### config.mk
export PLATFORM = sky130hd
export DESIGN_NAME = time_set_ctrl
export DESIGN_NICKNAME = d
export VERILOG_FILES = /design/src/rtl/clock_pkg.sv /design/src/rtl/btn_debounce.sv /design/src/rtl/time_set_ctrl.sv
export SDC_FILE = /design/constraint.sdc
export NUM_CORES = 1
export LEC_CHECK = 0
export CORE_MARGIN = 2
export CORE_UTILIZATION = 60
export CTS_BUF_LIST = sky130_fd_sc_hd__clkbuf_8
export CTS_CLUSTER_SIZE = 20
export DETAILED_ROUTE_END_ITERATION = 10
export GPL_TIMING_DRIVEN = 0
export PLACE_DENSITY = 0.84
export SYNTH_ARGS = -nofsm -noshare
export SYNTH_HDL_FRONTEND = slang
export SYNTH_HIERARCHICAL = 1
export SYNTH_SLANG_ARGS = --single-unit
### constraint.sdc
create_clock -name i_clk -period 5 [get_ports i_clk]
set_input_delay 0.5 -clock i_clk [delete_from_list [all_inputs] [get_ports i_clk]]
set_output_delay 0.5 -clock i_clk [all_outputs]
set_load 0.03 [all_outputs]
### src/rtl/clock_pkg.sv
// Shared types and constants for the clock user-input and display side.
// Field arithmetic helpers keep minute/second values inside 0..FIELD_MAX.
package clock_pkg;

   localparam int FW        = 7;
   localparam int FIELD_MAX = 59;

   typedef enum logic [1:0] {
      RUN     = 2'd0,
      SET_MIN = 2'd1,
      SET_SEC = 2'd2,
      COMMIT  = 2'd3
   } state_t;

   // digit_blank bit map: [3:2] minute digits, [1:0] second digits
   localparam logic [3:0] BLANK_NONE = 4'b0000;
   localparam logic [3:0] BLANK_MIN  = 4'b1100;
   localparam logic [3:0] BLANK_SEC  = 4'b0011;

   function automatic logic [FW-1:0] field_inc(input logic [FW-1:0] v);
      return (v >= FW'(FIELD_MAX)) ? '0 : v + FW'(1);
   endfunction

   function automatic logic [FW-1:0] field_dec(input logic [FW-1:0] v);
      return (v == '0 || v > FW'(FIELD_MAX)) ? FW'(FIELD_MAX) : v - FW'(1);
   endfunction

   function automatic logic [FW-1:0] field_clamp(input logic [FW-1:0] v);
      return (v > FW'(FIELD_MAX)) ? '0 : v;
   endfunction

endpackage

### src/rtl/btn_debounce.sv
// Pushbutton conditioner: 2-FF synchronizer, stable-sample counter and press pulse.
// Level is accepted after DB_CYCLES equal samples; press pulse is one cycle on acceptance of a 1.
module btn_debounce #(
   parameter int DB_CYCLES = 1_000_000
) (
   input  logic i_clk,
   input  logic i_rst,
   input  logic i_btn,
   output logic o_level,
   output logic o_press
);

   localparam int            CW      = $clog2(DB_CYCLES + 1);
   localparam logic [CW-1:0] DB_LAST = CW'(DB_CYCLES - 1);

   logic [1:0]    r_sync;
   logic [CW-1:0] r_cnt;
   logic          r_level;
   logic          r_press;
   logic          w_sample;

   assign w_sample = r_sync[1];

   always_ff @(posedge i_clk) begin
      if (i_rst) begin
         r_sync  <= 2'b00;
         r_cnt   <= '0;
         r_level <= 1'b0;
         r_press <= 1'b0;
      end else begin
         r_sync  <= {r_sync[0], i_btn};
         r_press <= 1'b0;
         // any sample matching the accepted level restarts the stability run
         if (w_sample == r_level) begin
            r_cnt <= '0;
         end else if (r_cnt == DB_LAST) begin
            r_cnt   <= '0;
            r_level <= w_sample;
            r_press <= w_sample;
         end else begin
            r_cnt <= r_cnt + 1'b1;
         end
      end
   end

   assign o_level = r_level;
   assign o_press = r_press;

endmodule

### src/rtl/time_set_ctrl.sv
// Time-setting controller: debounced mode/up/down buttons drive an MM:SS edit FSM.
// Holds time_gen while editing, pulses load on commit and drives the digit blink mask.
module time_set_ctrl
   import clock_pkg::*;
#(
   parameter int DB_CYCLES    = 1_000_000,
   parameter int RPT_CYCLES   = 25_000_000,
   parameter int BLINK_CYCLES = 25_000_000
) (
   input  logic          i_clk,
   input  logic          i_rst,
   input  logic          i_btn_mode,
   input  logic          i_btn_up,
   input  logic          i_btn_down,
   input  logic [FW-1:0] i_cur_min,
   input  logic [FW-1:0] i_cur_sec,
   output logic [FW-1:0] o_set_min,
   output logic [FW-1:0] o_set_sec,
   output logic          o_load,
   output logic          o_hold,
   output logic [3:0]    o_digit_blank
);

   localparam int             RCW      = $clog2(RPT_CYCLES + 1);
   localparam logic [RCW-1:0] RPT_LAST = RCW'(RPT_CYCLES - 1);
   localparam int             BCW      = $clog2(BLINK_CYCLES + 1);
   localparam logic [BCW-1:0] BLK_LAST = BCW'(BLINK_CYCLES - 1);

   logic w_mode_lvl, w_mode_p;
   logic w_up_lvl, w_up_p;
   logic w_dn_lvl, w_dn_p;

   btn_debounce #(.DB_CYCLES(DB_CYCLES)) u_db_mode (
      .i_clk(i_clk), .i_rst(i_rst), .i_btn(i_btn_mode), .o_level(w_mode_lvl), .o_press(w_mode_p)
   );
   btn_debounce #(.DB_CYCLES(DB_CYCLES)) u_db_up (
      .i_clk(i_clk), .i_rst(i_rst), .i_btn(i_btn_up), .o_level(w_up_lvl), .o_press(w_up_p)
   );
   btn_debounce #(.DB_CYCLES(DB_CYCLES)) u_db_down (
      .i_clk(i_clk), .i_rst(i_rst), .i_btn(i_btn_down), .o_level(w_dn_lvl), .o_press(w_dn_p)
   );

   state_t         r_state;
   state_t         w_state_nxt;
   logic [RCW-1:0] r_rpt_up_cnt, r_rpt_dn_cnt;
   logic           r_rpt_up, r_rpt_dn;
   logic [BCW-1:0] r_blk_cnt;
   logic           r_phase;
   logic [FW-1:0]  r_edit_min, r_edit_sec;
   logic [FW-1:0]  r_set_min, r_set_sec;
   logic           w_edit, w_nxt_edit, w_entry;
   logic           w_up_evt, w_dn_evt, w_inc, w_dec, w_step;

   // Repeat counters run whenever the level is high; the FSM decides whether a step applies.
   always_ff @(posedge i_clk) begin
      if (i_rst || !w_up_lvl) begin
         r_rpt_up_cnt <= '0;
         r_rpt_up     <= 1'b0;
      end else if (r_rpt_up_cnt == RPT_LAST) begin
         r_rpt_up_cnt <= '0;
         r_rpt_up     <= 1'b1;
      end else begin
         r_rpt_up_cnt <= r_rpt_up_cnt + 1'b1;
         r_rpt_up     <= 1'b0;
      end
   end

   always_ff @(posedge i_clk) begin
      if (i_rst || !w_dn_lvl) begin
         r_rpt_dn_cnt <= '0;
         r_rpt_dn     <= 1'b0;
      end else if (r_rpt_dn_cnt == RPT_LAST) begin
         r_rpt_dn_cnt <= '0;
         r_rpt_dn     <= 1'b1;
      end else begin
         r_rpt_dn_cnt <= r_rpt_dn_cnt + 1'b1;
         r_rpt_dn     <= 1'b0;
      end
   end

   assign w_edit   = (r_state == SET_MIN) || (r_state == SET_SEC);
   assign w_up_evt = w_up_p | r_rpt_up;
   assign w_dn_evt = w_dn_p | r_rpt_dn;
   // opposing steps cancel, and a mode press swallows any step in the same cycle
   assign w_inc    = w_edit && w_up_evt && !w_dn_evt && !w_mode_p;
   assign w_dec    = w_edit && w_dn_evt && !w_up_evt && !w_mode_p;
   assign w_step   = w_inc || w_dec;

   always_ff @(posedge i_clk) begin
      if (i_rst) r_state <= RUN;
      else       r_state <= w_state_nxt;
   end

   always_comb begin
      w_state_nxt   = r_state;
      o_load        = 1'b0;
      o_hold        = 1'b1;
      o_digit_blank = BLANK_NONE;
      case (r_state)
         RUN: begin
            o_hold = 1'b0;
            if (w_mode_p) w_state_nxt = SET_MIN;
         end
         SET_MIN: begin
            o_digit_blank = BLANK_MIN & {4{r_phase}};
            if (w_mode_p) w_state_nxt = SET_SEC;
         end
         SET_SEC: begin
            o_digit_blank = BLANK_SEC & {4{r_phase}};
            if (w_mode_p) w_state_nxt = COMMIT;
         end
         COMMIT: begin
            o_load      = 1'b1;
            w_state_nxt = RUN;
         end
         default: w_state_nxt = RUN;
      endcase
   end

   always_ff @(posedge i_clk) begin
      if (i_rst) begin
         r_edit_min <= '0;
         r_edit_sec <= '0;
         r_set_min  <= '0;
         r_set_sec  <= '0;
      end else begin
         if (r_state == RUN && w_mode_p) begin
            r_edit_min <= field_clamp(i_cur_min);
            r_edit_sec <= field_clamp(i_cur_sec);
         end
         if (r_state == SET_MIN && w_inc) r_edit_min <= field_inc(r_edit_min);
         if (r_state == SET_MIN && w_dec) r_edit_min <= field_dec(r_edit_min);
         if (r_state == SET_SEC && w_inc) r_edit_sec <= field_inc(r_edit_sec);
         if (r_state == SET_SEC && w_dec) r_edit_sec <= field_dec(r_edit_sec);
         // committed values are latched on the way into COMMIT and held afterwards
         if (r_state == SET_SEC && w_mode_p) begin
            r_set_min <= r_edit_min;
            r_set_sec <= r_edit_sec;
         end
      end
   end

   assign w_nxt_edit = (w_state_nxt == SET_MIN) || (w_state_nxt == SET_SEC);
   assign w_entry    = (w_state_nxt != r_state);

   // Blink restarts visible on state entry and on each applied step so the user sees the new value.
   always_ff @(posedge i_clk) begin
      if (i_rst || !w_nxt_edit || w_entry || w_step) begin
         r_blk_cnt <= '0;
         r_phase   <= 1'b0;
      end else if (r_blk_cnt == BLK_LAST) begin
         r_blk_cnt <= '0;
         r_phase   <= ~r_phase;
      end else begin
         r_blk_cnt <= r_blk_cnt + 1'b1;
      end
   end

   assign o_set_min = r_set_min;
   assign o_set_sec = r_set_sec;

endmodule

# --- Word-level counts from Yosys, hierarchy flattened ---
# Cells that the tools add are included.
# W data, S select, Z words.
word_totals:
  reg_bits: 180
  latchBits: 0
  ram_bits: 0
  rom_bits: 0
  input_bits: 19
  output_inout_bits: 20
  mem_count: 0
classes:
  add_sub_neg: 10
  multipliers: 0
  div: 0
  n_lt_le_gt_ge: 6
  eq_ne: 15
  n_shift: 0
  n_mux: 21
  bitwise_logic: 9
  reduce_logical: 45
op_table:
  columns: ["op", "n"]
  rows:
  - ["$mux W7", 12]
  - ["$add A25 B1 Y25 const B", 3]
  - ["$eq A25 B25 Y1 const B", 3]
  - ["$add A20 B1 Y20 const B", 3]
  - ["$eq A20 B20 Y1 const B", 3]
  - ["$gt A7 B6 Y1 const B", 4]
  - ["$reduce_or A3 Y1", 6]
  - ["$add A7 B1 Y7 const B", 2]
  - ["$ge A7 B6 Y1 const B", 2]
  - ["$logic_not A7 Y1", 2]
  - ["$sub A7 B1 Y7 const B", 2]
  - ["$logic_and A1 B1 Y1", 12]
  - ["$logic_or A1 B1 Y1", 10]
  - ["$pmux W2 S4", 1]
  - ["$pmux W4 S2", 1]
  - ["$not A1 Y1", 7]
  - ["$eq A2 B2 Y1 const B", 3]
  - ["$logic_not A1 Y1", 6]
  - ["$mux W2", 3]
  - ["$reduce_and A2 Y1", 3]
  - ["$reduce_bool A3 Y1", 2]
  - ["$reduce_or A2 Y1", 3]
  - ["$eq A2 B1 Y1 const B", 2]
  - ["$mux W1", 4]
  - ["4 further kinds", 7]

# --- Logic depth before layout (Yosys ltp) ---
logic_depth:
  ltp_word: 9
  mapped_depth: 9
  depth_no_buf: 7

# --- Hierarchy ---
# The synthesis kept the hierarchy.
modules_own_cells:
  columns: ["module", "instances", "cells_per_inst", "area_each_um2", "seq_area_each_um2"]
  rows:
  - ["time_set_ctrl", 1, 656, 5521.5, 2162.1]
  - ["btn_debounce", 3, 123, 1079.8, 480.5]

# --- Worst setup path after synthesis ---
# Ideal clock, no wire load.
synth_timing:
  path_type: "reg2reg"
  from: "register r_state[0]"
  to: "register r_blk_cnt[11]"
  setup_time_ns: 0.062
  arrival_ns: 2.200
  t_required_ns: 4.938
  setup_slack_ns: 2.737
  path_stages_with_launch: 10
  path_buffers: 2
  period_less_slack_ns: 2.263
  cell_sequence: "dfxtp_1 inv_1 ha_1 or3_1 o211ai_1 a31oi_1 or4_1 buf_6 buf_12 nor2_4"
synth_between:
  elab_chain_len: 9
  word_cells_on_any_way: 25
synth_rtl:
  columns: ["element", "line_no", "source"]
  rows:
  - ["start, declared", "time_set_ctrl.sv:43", "state_t r_state;"]
  - ["start signal, assigned", "time_set_ctrl.sv:91", "else r_state <= w_state_nxt;"]
  - ["$eq A2 B2 Y1, or another cell as far along", "time_set_ctrl.sv:99", "case (r_state)"]
  - ["$pmux W2 S4", "time_set_ctrl.sv:99", null]
  - ["$eq A2 B1 Y1 or $eq A2 B2 Y1 (tied branches)", "time_set_ctrl.sv:143", "assign w_nxt_edit = (w_state_nxt == SET_MIN) || (w_state_nxt == SET_SEC);"]
  - ["$logic_or A1 B1 Y1", "time_set_ctrl.sv:143", null]
  - ["$logic_not A1 Y1", "time_set_ctrl.sv:148", "if (i_rst || !w_nxt_edit || w_entry || w_step) begin"]
  - ["$logic_or A1 B1 Y1 (2 in a row)", "time_set_ctrl.sv:148", null]
  - ["$logic_or A1 B1 Y1 *", "time_set_ctrl.sv:148", null]
  - ["$reduce_or A2 Y1 (no line) *", null, null]
  - ["end signal, assigned", "time_set_ctrl.sv:155", "r_blk_cnt <= r_blk_cnt + 1'b1;"]
  - ["end, declared", "time_set_ctrl.sv:47", "logic [BCW-1:0] r_blk_cnt;"]
# Every way passes the cells marked *; elsewhere a longest branch is shown, timed or not.
# A chain may end at the register's enable or synchronous reset.

# --- Worst setup path in the final report ---
layout_timing:
  from: "register r_state[1]"
  to: "output port o_digit_blank[3]"
layout_between:
  elab_chain_len: 2
  word_cells_on_any_way: 3
layout_rtl:
  columns: ["element", "line_no", "source"]
  rows:
  - ["$eq A2 B2 Y1 or $eq A2 B1 Y1 (tied branches)", "time_set_ctrl.sv:99", null]
  - ["$pmux W4 S2 *", "time_set_ctrl.sv:99", null]
  - ["end, declared", "time_set_ctrl.sv:21", "output logic [3:0] o_digit_blank"]
# Marks and branches as above.

==> metrics.txt <==
core area=0.0144 sq mm; antenna-violating nets left=0; CTS buffer count=17; RSZ-0062 raised after global routing=false; Final Core Density=67.9%; HP Start=u_db_down/r_sync[0]; Seq cells post-synth=180; Tcrit/Tclk final=58.7%; Inserted Diodes=0; Vias=7387; commonest non-fill, non-tap cell in the layout=dfxtp_1; Tmin final=2.94 ns; total clock sinks=180; net count after synthesis=1061; Vias/cell=5.78; status=finished clean; commonest non-fill, non-tap cells in the layout=180 x dfxtp_1, 148 x nor2_1, 91 x nand2_1, 73 x xnor2_1, 53 x nand3_1; Yosys cell types=72; crit start category=flop; Synth Cell Area=0.00876 sq mm; port buffer count=38; register area share after synthesis=41.1%; final hold viol count=0; maximum VDD drop=0.000169 V; P per Cell Area=255 mW/mm^2; root buffer cell=clkbuf_8; H-tree levels=4; max-cap violations=0; Synth Flop Type=dfxtp_1; cts hold-fix bufs=0; Iteration-0 DRC Markers=580; Mapped Cells=1025; worst hold path type=reg2reg; Synth Warn #=6; global-route wire length before repair=31100 um; Slew Viols, Final=0; Worst Path Required=4.50 ns; DRC Markers=0; Max Clk Rate=340 MHz; total grt overflow=0; Leakage Power=2.97 nW; Synth area leaders=dfxtp_1 41%, xnor2_1 7.3%, nor2_1 6.3%; clock buffer depth=2; DP HPWL=12600 um; Post-CTS Setup Inserts=0; drt pass-1 iters=5; Initial Util=60.7%; worst-skew pair later-pin latency=0.46 ns; TNS Setup=0 ns; CP Capture Type=output port; pin count of the biggest net entering global routing=18; post-cts resize count=0; Post-synth EDFFs=0; Clk pin slew, worst setup/hold paths=0.08 ns; number of global-route vias before repair=6856; CTS tree=built; leading area contributor after synthesis=dfxtp_1; final setup fails=0; Rows=44; Worst slew margin=37.9%; post-synth top area share=41.1%; worst-path maximum fanout=7; gpl congestion=0.944; Max Clock Skew=0.0114 ns; die height=125 um; initial antenna violation count=0; GRT Util Overall=23.5%; Die ar.=0.0156 sq mm; crit path launch=r_state[1]; critical path type=reg2out; Ports=39; Arr. time, crit path=2.44 ns; reg-to-reg startpoint=r_state[1]; Die W=125 um; ys async rst share=0%; Nets=1118; share of cells above drive strength 1=7.04%; Area Growth Syn to Fin=11.7%; Fin Hold WS=0.447 ns; Least-Margin Pin Slew=0.924 ns; routed wire length=18100 um; wire length per cell=14.1 um; Mean Syn Cell Area=8.55 sq um
## critical path, cell delays in order, from the launching register on
cell and delay (ns):
dfxtp_1 0.46, inv_1 0.12, ha_1 0.40, and3_1 0.23, buf_4 0.12, clkdlybuf4s50_1 0.65
## power by group
group | internal (mW) | switching (mW)
clock | 0.520 | 0.498
combinational | 0.0207 | 0.0223
sequential | 1.43 | 0.00174
total | 1.98 | 0.522
## area by class of cell
class | count | area, sq um
Buffer | 33 | 173
Clock buffer | 23 | 317
Clock inverter | 8 | 98.8
Fill cell | 1195 | 4640
Inverter | 43 | 161
Multi-Input combinational cell | 769 | 4820
Sequential cell | 180 | 3600
Tap cell | 184 | 230
Timing Repair Buffer | 38 | 380
## cell usage after synthesis, types with 5 or more instances
cell type  number
a21oi_1        38
ha_1           17
nor2b_1         8
dfxtp_1       180
nor4_1         27
nand3b_1        8
nand4_1        33
xor2_1         52
mux2i_1         5
or3_1          14
nor3_1         36
o31ai_1         7
nor3b_1         7
nor4b_1         7
nand2_1        91
nand2b_1        7
or2_2           6
and3_1         21
a211oi_1        8
inv_1          43
clkbuf_1       21
buf_2           5
o32ai_1         5
nand3_1        53
xnor2_1        73
or4_1           8
o21ai_0         8
nor2_1        148
nor2_4          8
a221oi_1        6
## cell families after synthesis
kind of cell	synth area share (%)
buffers and inverters	3.81
AOI/OAI and AO/OA	8.05
and+or+nand+nor	31.3
xor gates and xnor gates	12.7
muxes	0.571
adders and majority gates	2.43
DFF	41.1
## path summary, 6_finish.rpt
check                         to  slack, ns  cells past startpoint
max             o_digit_blank[3]       2.06                      5
max reg2reg        r_edit_min[0]       2.38                      7
min reg2reg  u_db_down/r_sync[1]       0.45                      1
min          u_db_down/r_sync[1]       0.45                      1
## layer usage
metal | wire length [um] | global-route usage (%)
met1 | 8400 | 31.0
met2 | 8510 | 38.6
met3 | 885 | 5.11
met4 | 265 | 7.65
met5 | 0 | 0
## through the flow
step                instance area (sq um)  power, mW  worst slack [ns]  std cells
global placement                     9370       1.51              1.95       1247
floorplan                            8760       1.49              2.74       1025
finish                               9790       2.50              2.06       1278
detailed placement                   9370       1.51              1.96       1247
global route                         9790       2.58              1.95       1278
CTS                                  9790       2.52              2.07       1278
## state kept, by name (all words and copies together) (netlist names), 2 cells and up
register / count
o_set_min: 7
u_db_up/r_sync: 2
r_rpt_up_cnt: 25
r_blk_cnt: 25
u_db_mode/r_cnt: 20
r_state: 2
r_rpt_dn_cnt: 25
u_db_down/r_cnt: 20
u_db_down/r_sync: 2
r_edit_min: 7
u_db_mode/r_sync: 2
u_db_up/r_cnt: 20
r_edit_sec: 7
o_set_sec: 7
No activity file was read; power rests on OpenSTA's default activity.
